<file path="src/rtl/cla_operand_issue_if.sv">
`default_nettype none
// ============================================================================
// Module      : cla_operand_issue_if
// Description : Operand-source and result-sink handshake bundle for the
//               CLA operand issue block.
// Revision    : 1.0 - initial release
// ============================================================================
interface cla_operand_issue_if #(
    parameter int WIDTH = 32
);
    logic             in_valid;
    logic             in_ready;
    logic [WIDTH-1:0] in_a;
    logic [WIDTH-1:0] in_b;
    logic             in_cin;
    logic             in_sub;
    logic             res_valid;
    logic             res_ready;
    logic [WIDTH-1:0] res_sum;
    logic             res_cout;
    logic             res_ovf;

    modport master (
        output in_valid, in_a, in_b, in_cin, in_sub, res_ready,
        input  in_ready, res_valid, res_sum, res_cout, res_ovf
    );

    modport slave (
        input  in_valid, in_a, in_b, in_cin, in_sub, res_ready,
        output in_ready, res_valid, res_sum, res_cout, res_ovf
    );
endinterface
`default_nettype wire

</file>
<file path="src/rtl/cla_operand_issue.sv">
`default_nettype none
// ============================================================================
// Module      : cla_operand_issue
// Description : Operand FIFO, registered adder drive and result register
//               around a combinational CLA. Optional macro CLA_ISSUE_SAT_EN
//               saturates the captured sum on signed overflow.
// Revision    : 1.0 - initial release
// ============================================================================
module cla_operand_issue #(
    parameter int WIDTH = 32,
    parameter int DEPTH = 4
) (
    input  wire                     clk,
    input  wire                     rst_n,
    cla_operand_issue_if.slave      bus,
    output logic [WIDTH-1:0]        adder_a,
    output logic [WIDTH-1:0]        adder_b,
    output logic                    adder_cin,
    input  wire  [WIDTH-1:0]        adder_sum,
    input  wire                     adder_cout,
    input  wire                     adder_ovf,
    output logic [$clog2(DEPTH):0]  fifo_level
);
    localparam int c_AW = $clog2(DEPTH);
    localparam int c_LW = c_AW + 1;
    localparam int c_EW = 2 * WIDTH + 1;
    localparam logic [c_LW-1:0] c_FULL = c_LW'(DEPTH);

    typedef enum logic [1:0] {
        S_IDLE  = 2'd0,
        S_DRIVE = 2'd1,
        S_HOLD  = 2'd2
    } state_t;

    state_t           r_state;
    logic [c_EW-1:0]  r_mem [DEPTH];
    logic [c_AW-1:0]  r_wr_ptr;
    logic [c_AW-1:0]  r_rd_ptr;
    logic [c_LW-1:0]  r_level;
    logic             r_in_ready;
    logic [WIDTH-1:0] r_adder_a;
    logic [WIDTH-1:0] r_adder_b;
    logic             r_adder_cin;
    logic             r_res_valid;
    logic [WIDTH-1:0] r_res_sum;
    logic             r_res_cout;
    logic             r_res_ovf;

    logic             w_push;
    logic             w_pop;
    logic             w_empty;
    logic [c_EW-1:0]  w_entry;
    logic [c_EW-1:0]  w_head;
    logic [c_LW-1:0]  w_level_nxt;
    logic [WIDTH-1:0] w_res_sum;

    // Subtraction is folded into the stored entry so the adder only ever adds.
    assign w_entry = {bus.in_a, (bus.in_sub ? ~bus.in_b : bus.in_b), (bus.in_sub | bus.in_cin)};
    assign w_head  = r_mem[r_rd_ptr];
    assign w_empty = (r_level == '0);
    assign w_push  = bus.in_valid & r_in_ready;
    assign w_pop   = ~w_empty & ((r_state == S_IDLE) | ((r_state == S_HOLD) & bus.res_ready));

    always_comb begin
        w_level_nxt = r_level;
        if (w_push && !w_pop) begin
            w_level_nxt = r_level + {{c_AW{1'b0}}, 1'b1};
        end else if (!w_push && w_pop) begin
            w_level_nxt = r_level - {{c_AW{1'b0}}, 1'b1};
        end
    end

`ifdef CLA_ISSUE_SAT_EN
    assign w_res_sum = adder_ovf ? (r_adder_a[WIDTH-1] ? {1'b1, {(WIDTH-1){1'b0}}}
                                                       : {1'b0, {(WIDTH-1){1'b1}}})
                                 : adder_sum;
`else
    assign w_res_sum = adder_sum;
`endif

    always_ff @(posedge clk) begin
        if (w_push) begin
            r_mem[r_wr_ptr] <= w_entry;
        end
    end

    // in_ready is registered from the next occupancy so res_ready never reaches it combinationally.
    always_ff @(posedge clk or negedge rst_n) begin
        if (!rst_n) begin
            r_wr_ptr   <= '0;
            r_rd_ptr   <= '0;
            r_level    <= '0;
            r_in_ready <= 1'b0;
        end else begin
            if (w_push) begin
                r_wr_ptr <= r_wr_ptr + 1'b1;
            end
            if (w_pop) begin
                r_rd_ptr <= r_rd_ptr + 1'b1;
            end
            r_level    <= w_level_nxt;
            r_in_ready <= (w_level_nxt != c_FULL);
        end
    end

    always_ff @(posedge clk or negedge rst_n) begin
        if (!rst_n) begin
            r_state     <= S_IDLE;
            r_adder_a   <= '0;
            r_adder_b   <= '0;
            r_adder_cin <= 1'b0;
            r_res_valid <= 1'b0;
            r_res_sum   <= '0;
            r_res_cout  <= 1'b0;
            r_res_ovf   <= 1'b0;
        end else begin
            case (r_state)
                S_IDLE: begin
                    if (w_pop) begin
                        {r_adder_a, r_adder_b, r_adder_cin} <= w_head;
                        r_state <= S_DRIVE;
                    end
                end
                S_DRIVE: begin
                    r_res_sum   <= w_res_sum;
                    r_res_cout  <= adder_cout;
                    r_res_ovf   <= adder_ovf;
                    r_res_valid <= 1'b1;
                    r_state     <= S_HOLD;
                end
                S_HOLD: begin
                    if (bus.res_ready) begin
                        r_res_valid <= 1'b0;
                        if (w_pop) begin
                            {r_adder_a, r_adder_b, r_adder_cin} <= w_head;
                            r_state <= S_DRIVE;
                        end else begin
                            r_state <= S_IDLE;
                        end
                    end
                end
                default: r_state <= S_IDLE;
            endcase
        end
    end

    assign bus.in_ready  = r_in_ready;
    assign bus.res_valid = r_res_valid;
    assign bus.res_sum   = r_res_sum;
    assign bus.res_cout  = r_res_cout;
    assign bus.res_ovf   = r_res_ovf;
    assign adder_a       = r_adder_a;
    assign adder_b       = r_adder_b;
    assign adder_cin     = r_adder_cin;
    assign fifo_level    = r_level;
endmodule
`default_nettype wire
</file>
<file path="src/flat_wrapper.sv">
// flat-port wrapper written by rule: the top's interface ports become plain ports
module cla_operand_issue_flat 
#(
    parameter int WIDTH = 32,
    parameter int DEPTH = 4
)
  (clk, rst_n, adder_a, adder_b, adder_cin, adder_sum, adder_cout, adder_ovf, fifo_level, bus_in_valid, bus_in_a, bus_in_b, bus_in_cin, bus_in_sub, bus_res_ready, bus_in_ready, bus_res_valid, bus_res_sum, bus_res_cout, bus_res_ovf);
  cla_operand_issue_if #(.WIDTH(WIDTH)) bus_i ();
  input  wire clk;
  input  wire rst_n;
  output logic [WIDTH-1:0] adder_a;
  output logic [WIDTH-1:0] adder_b;
  output logic adder_cin;
  input  wire  [WIDTH-1:0] adder_sum;
  input  wire adder_cout;
  input  wire adder_ovf;
  output logic [$clog2(DEPTH):0] fifo_level;
  input wire logic [$bits(bus_i.in_valid)-1:0] bus_in_valid;
  input wire logic [$bits(bus_i.in_a)-1:0] bus_in_a;
  input wire logic [$bits(bus_i.in_b)-1:0] bus_in_b;
  input wire logic [$bits(bus_i.in_cin)-1:0] bus_in_cin;
  input wire logic [$bits(bus_i.in_sub)-1:0] bus_in_sub;
  input wire logic [$bits(bus_i.res_ready)-1:0] bus_res_ready;
  output wire logic [$bits(bus_i.in_ready)-1:0] bus_in_ready;
  output wire logic [$bits(bus_i.res_valid)-1:0] bus_res_valid;
  output wire logic [$bits(bus_i.res_sum)-1:0] bus_res_sum;
  output wire logic [$bits(bus_i.res_cout)-1:0] bus_res_cout;
  output wire logic [$bits(bus_i.res_ovf)-1:0] bus_res_ovf;
  assign bus_i.in_valid = bus_in_valid;
  assign bus_i.in_a = bus_in_a;
  assign bus_i.in_b = bus_in_b;
  assign bus_i.in_cin = bus_in_cin;
  assign bus_i.in_sub = bus_in_sub;
  assign bus_i.res_ready = bus_res_ready;
  assign bus_in_ready = bus_i.in_ready;
  assign bus_res_valid = bus_i.res_valid;
  assign bus_res_sum = bus_i.res_sum;
  assign bus_res_cout = bus_i.res_cout;
  assign bus_res_ovf = bus_i.res_ovf;
  cla_operand_issue #(.WIDTH(WIDTH), .DEPTH(DEPTH)) u_core (.clk(clk), .rst_n(rst_n), .bus(bus_i), .adder_a(adder_a), .adder_b(adder_b), .adder_cin(adder_cin), .adder_sum(adder_sum), .adder_cout(adder_cout), .adder_ovf(adder_ovf), .fifo_level(fifo_level));
endmodule
</file>
<file path="config.mk">
export PLATFORM = sky130hd
export DESIGN_NAME = cla_operand_issue_flat
export DESIGN_NICKNAME = d
export VERILOG_FILES = /design/src/rtl/cla_operand_issue_if.sv /design/src/rtl/cla_operand_issue.sv /design/src/flat_wrapper.sv
export SDC_FILE = /design/constraint.sdc
export NUM_CORES = 1
export LEC_CHECK = 0
export CORE_UTILIZATION = 54
export DETAILED_ROUTE_END_ITERATION = 6
export MAX_ROUTING_LAYER = met4
export PLACE_DENSITY_LB_ADDON = 0.1
export SLEW_MARGIN = 20
export SYNTH_ARGS = -nofsm -noshare
export SYNTH_HDL_FRONTEND = slang
export SYNTH_SLANG_ARGS = --single-unit
</file>
<file path="constraint.sdc">
create_clock -name clk -period 3.63 [get_ports clk]
set_clock_uncertainty 0.2 [all_clocks]
set_input_delay 0.363 -clock clk [delete_from_list [all_inputs] [get_ports clk]]
set_output_delay 0.363 -clock clk [all_outputs]
set_load 0.01 [all_outputs]
</file>
==> flow_summary.ini <==
[run_status]
status = complete, no violations

[synth]
synthArstFlopShare = 0.2973
syn-cell-area_um2 = 14070
share_of_the_yosys_chip_area_belonging_to_registers = 0.7508
synth_seq_cells = 370
synth_fp_nets = 764
yosysUniqueCellTypes = 37
postSynthCellCount = 653
post_synth_edffs = 260
syn-mean-instance-area_um2 = 21.54
yosysWarnings = 0
ys_dominant_reg_cell = sky130_fd_sc_hd__edfxtp_1

[power]
clock_group_share_of_total_power = 0.248
power-per-cell-area_nw_per_um2 = 866.9
comb_power_share = 0.329
p_switching_mw = 4.306
switching_share = 0.2793
seq_power_share = 0.423
p_leak_nw = 6.366
vdd_ir_drop_max_uv = 643.0
cellInternalPower_mw = 11.11

[clocking]
clock_pin_slew_worst_setup_and_hold_paths_ns = 0.06
tritoncts = done
cts_buffers = 38
clockBufferDepth = 3
clk-insertion-delay-late_ns = 0.51
cts.sinks = 370
h-tree-depth = 2
library_cell_used_as_clock_root_buffer = sky130_fd_sc_hd__clkbuf_16
postCtsSetupBuffers = 0

[critical_path]
worst_setup_path_end_kind = flop
reg2reg_setup_slack_ns = 0.89
critPathArrivalTime_ns = 2.91
r2r-start = u_core.fifo_level[0]$_DFF_PN0_
worst-r2r-cell-count = 8
worstSetupPathType = reg -> reg
start_kind = flop
cp_data_required_time_ns = 3.80
worstReg2RegEnd = u_core.bus.in_ready$_DFF_PN0_
maximum_fanout_along_the_worst_path = 33
crit_start = u_core.fifo_level[0]$_DFF_PN0_

[sta]
slew_headroom = 0.2833
final_period_utilization = 0.7549
fin_crit_ns = 2.740
finalHoldViolCount = 0
finalSetupTns_ns = 0
fmaxAchievable_mhz = 364.9
grt_setup_unrepaired = no
finalSetupViolCount = 0
final_max_slew_viol_count = 0
setup_slack_ns = 0.8898
tightest_slew_ns = 1.075

[die]
start_util = 0.5538
die_w_um = 163.4
design.core.area_um2 = 25400
rows = 58
die_area_um2 = 26700
chipHeight_um = 163.4
design.portCount = 208

[detailed_routing]
via_density_per_instance = 5.520
drt-pass1-iter-count = 4
ant_nets = 0
avgRoutedWirePerCell_um = 21.88
post-route-drc-count = 0
route.vias.total = 6900
final_wirelength_um = 27350
drt_iter0_drc = 340

[grt]
global_route.overflow_total = 0
grt_pass1_wl_um = 42290
grt_antenna_before_repair = 2
largest_net_degree_at_the_start_of_global_routing = 68
grt_pass1_vias = 7482
global_route.usage.total = 0.2204

[placement]
dp_hpwl_um = 16720
dpl.cell_count = 1178
routabilityCongestion = 0.7647
portBuffers = 207
place_ws_ns = 0.7517

[job]
drv_cap = 0

[cells_and_area]
finish.net_count = 1000
layout.cells.most_common_list = sky130_fd_sc_hd__edfxtp_1 (260), sky130_fd_sc_hd__clkdlybuf4s50_1 (205), sky130_fd_sc_hd__dfrtp_1 (108), sky130_fd_sc_hd__mux2_2 (92), sky130_fd_sc_hd__mux4_2 (65)
stdcell_count = 1250
layout.cells.most_common = sky130_fd_sc_hd__edfxtp_1
final_layout_size_suffix_gt1_frac = 0.2821
n_fill_cell = 1626
areaGrowthSynthToFinish_pct = 26.45

[min_path]
hp-class = in -> async
## area by class of cell
type / count / area (µm²) / area share
antenna: 2 / 5.005 / 0.0002814
inverter: 7 / 31.28 / 0.001759
timing repair buffer: 227 / 2230 / 0.1254
clock buffer: 54 / 1122 / 0.06310
sequential: 370 / 10570 / 0.5942
multi-input combinational: 245 / 3289 / 0.1849
clock inverter: 15 / 127.6 / 0.007175
tap: 330 / 412.9 / 0.02321
## metrics by stage
| step | power, mW | cell area, µm² | util | hold WS, ns |
|---|---|---|---|---|
| 2_1_floorplan | 9.608 | 14070 | - | -0.1326 |
| 3_3_place_gp | 11.58 | 16520 | 0.6504 | 0.1885 |
| 3_5_place_dp | 11.78 | 16520 | 0.6504 | 0.1865 |
| 4_1_cts | 15.64 | 17780 | 0.7000 | 0.1642 |
| 5_1_grt | 16.17 | 17790 | 0.7002 | 0.1974 |
| 6_report | 15.42 | 17790 | 0.7002 | 0.1546 |
## sequential cells by signal (all words and copies together), names as in the netlist
name and flops:
u_core.adder_cin 1, u_core.bus.res_ovf 1, u_core.adder_a 32, u_core.r_mem 260, u_core.r_rd_ptr 2, u_core.fifo_level 3, u_core.bus.res_sum 32, u_core.bus.in_ready 1
u_core.r_state 2, u_core.r_wr_ptr 2, u_core.bus.res_valid 1, u_core.bus.res_cout 1, u_core.adder_b 32
## power by group through the flow
stage	Sequential, mW	Clock [mW]	Combinational, mW
after global placement	6.55	0	5.03
after global routing	6.66	4.06	5.45
after CTS	6.55	3.91	5.18
after detailed placement	6.62	0	5.15
after floorplan	6.59	0	3.02
final	6.53	3.82	5.07
## worst max-delay path: stages, from the launching register on
cell and delay (ns):
sky130_fd_sc_hd__dfrtp_1 0.42, sky130_fd_sc_hd__inv_1 0.13, sky130_fd_sc_hd__ha_1 0.23, sky130_fd_sc_hd__nor2b_1 0.13, sky130_fd_sc_hd__or3_1 0.46, sky130_fd_sc_hd__clkinv_4 0.36, sky130_fd_sc_hd__buf_4 0.33, sky130_fd_sc_hd__mux2i_1 0.23
sky130_fd_sc_hd__o221ai_1 0.12
## metal layers
metal | global-route usage | share of wire | up-vias
met5 | - | 0 | -
met4 | 0.06117 | 0.020 | 0
met3 | 0.04393 | 0.059 | 46
met2 | 0.3600 | 0.51 | 233
met1 | 0.2834 | 0.41 | 3570
li1 | - | - | 3051
## cell families after synthesis
group                      after synthesis  share of synthesized area
DFF                                    370                     0.7508
muxes                                  167                     0.1873
buffers and inverters                   38                    0.01699
xor gates and xnor gates                37                    0.02357
and+or+nand+nor                         21                   0.008629
AOI/OAI and AO/OA                       12                   0.005693
adders and majority gates                8                   0.007027
## synth_stat cells (all sizes together) (2+ instances only)
cell | number | area share
or3 | 2 | 0.00089
dfrtp | 110 | 0.20
o21ai | 3 | 0.0011
mux2i | 3 | 0.0021
a21oi | 3 | 0.0011
nand2 | 4 | 0.0012
xnor2 | 5 | 0.0036
nor3 | 2 | 0.00071
ha | 7 | 0.0062
nor2b | 2 | 0.0014
nand3 | 4 | 0.0014
clkbuf | 9 | 0.0024
buf | 22 | 0.012
and3 | 4 | 0.0018
xor2 | 32 | 0.020
mux2 | 99 | 0.081
mux4 | 65 | 0.10
edfxtp | 260 | 0.56
inv | 6 | 0.0016
## timing repair
item / 4_1_cts / 5_1_grt
resized for setup: 0 / 0
endpoints found under the hold margin: 35 / 0
hold buffers: 1 / 0
## worst max path at each step
stage,end,slack [ns]
floorplan,u_core.r_mem[0][0]$_DFFE_PP_,0.80
global placement,u_core.bus.in_ready$_DFF_PN0_,0.77
detailed placement,u_core.adder_a[16]$_DFFE_PN0P_,0.75
CTS,u_core.bus.in_ready$_DFF_PN0_,0.85
global route,u_core.bus.in_ready$_DFF_PN0_,0.69
finish,u_core.bus.in_ready$_DFF_PN0_,0.89
No activity file was read; power rests on OpenSTA's default activity.
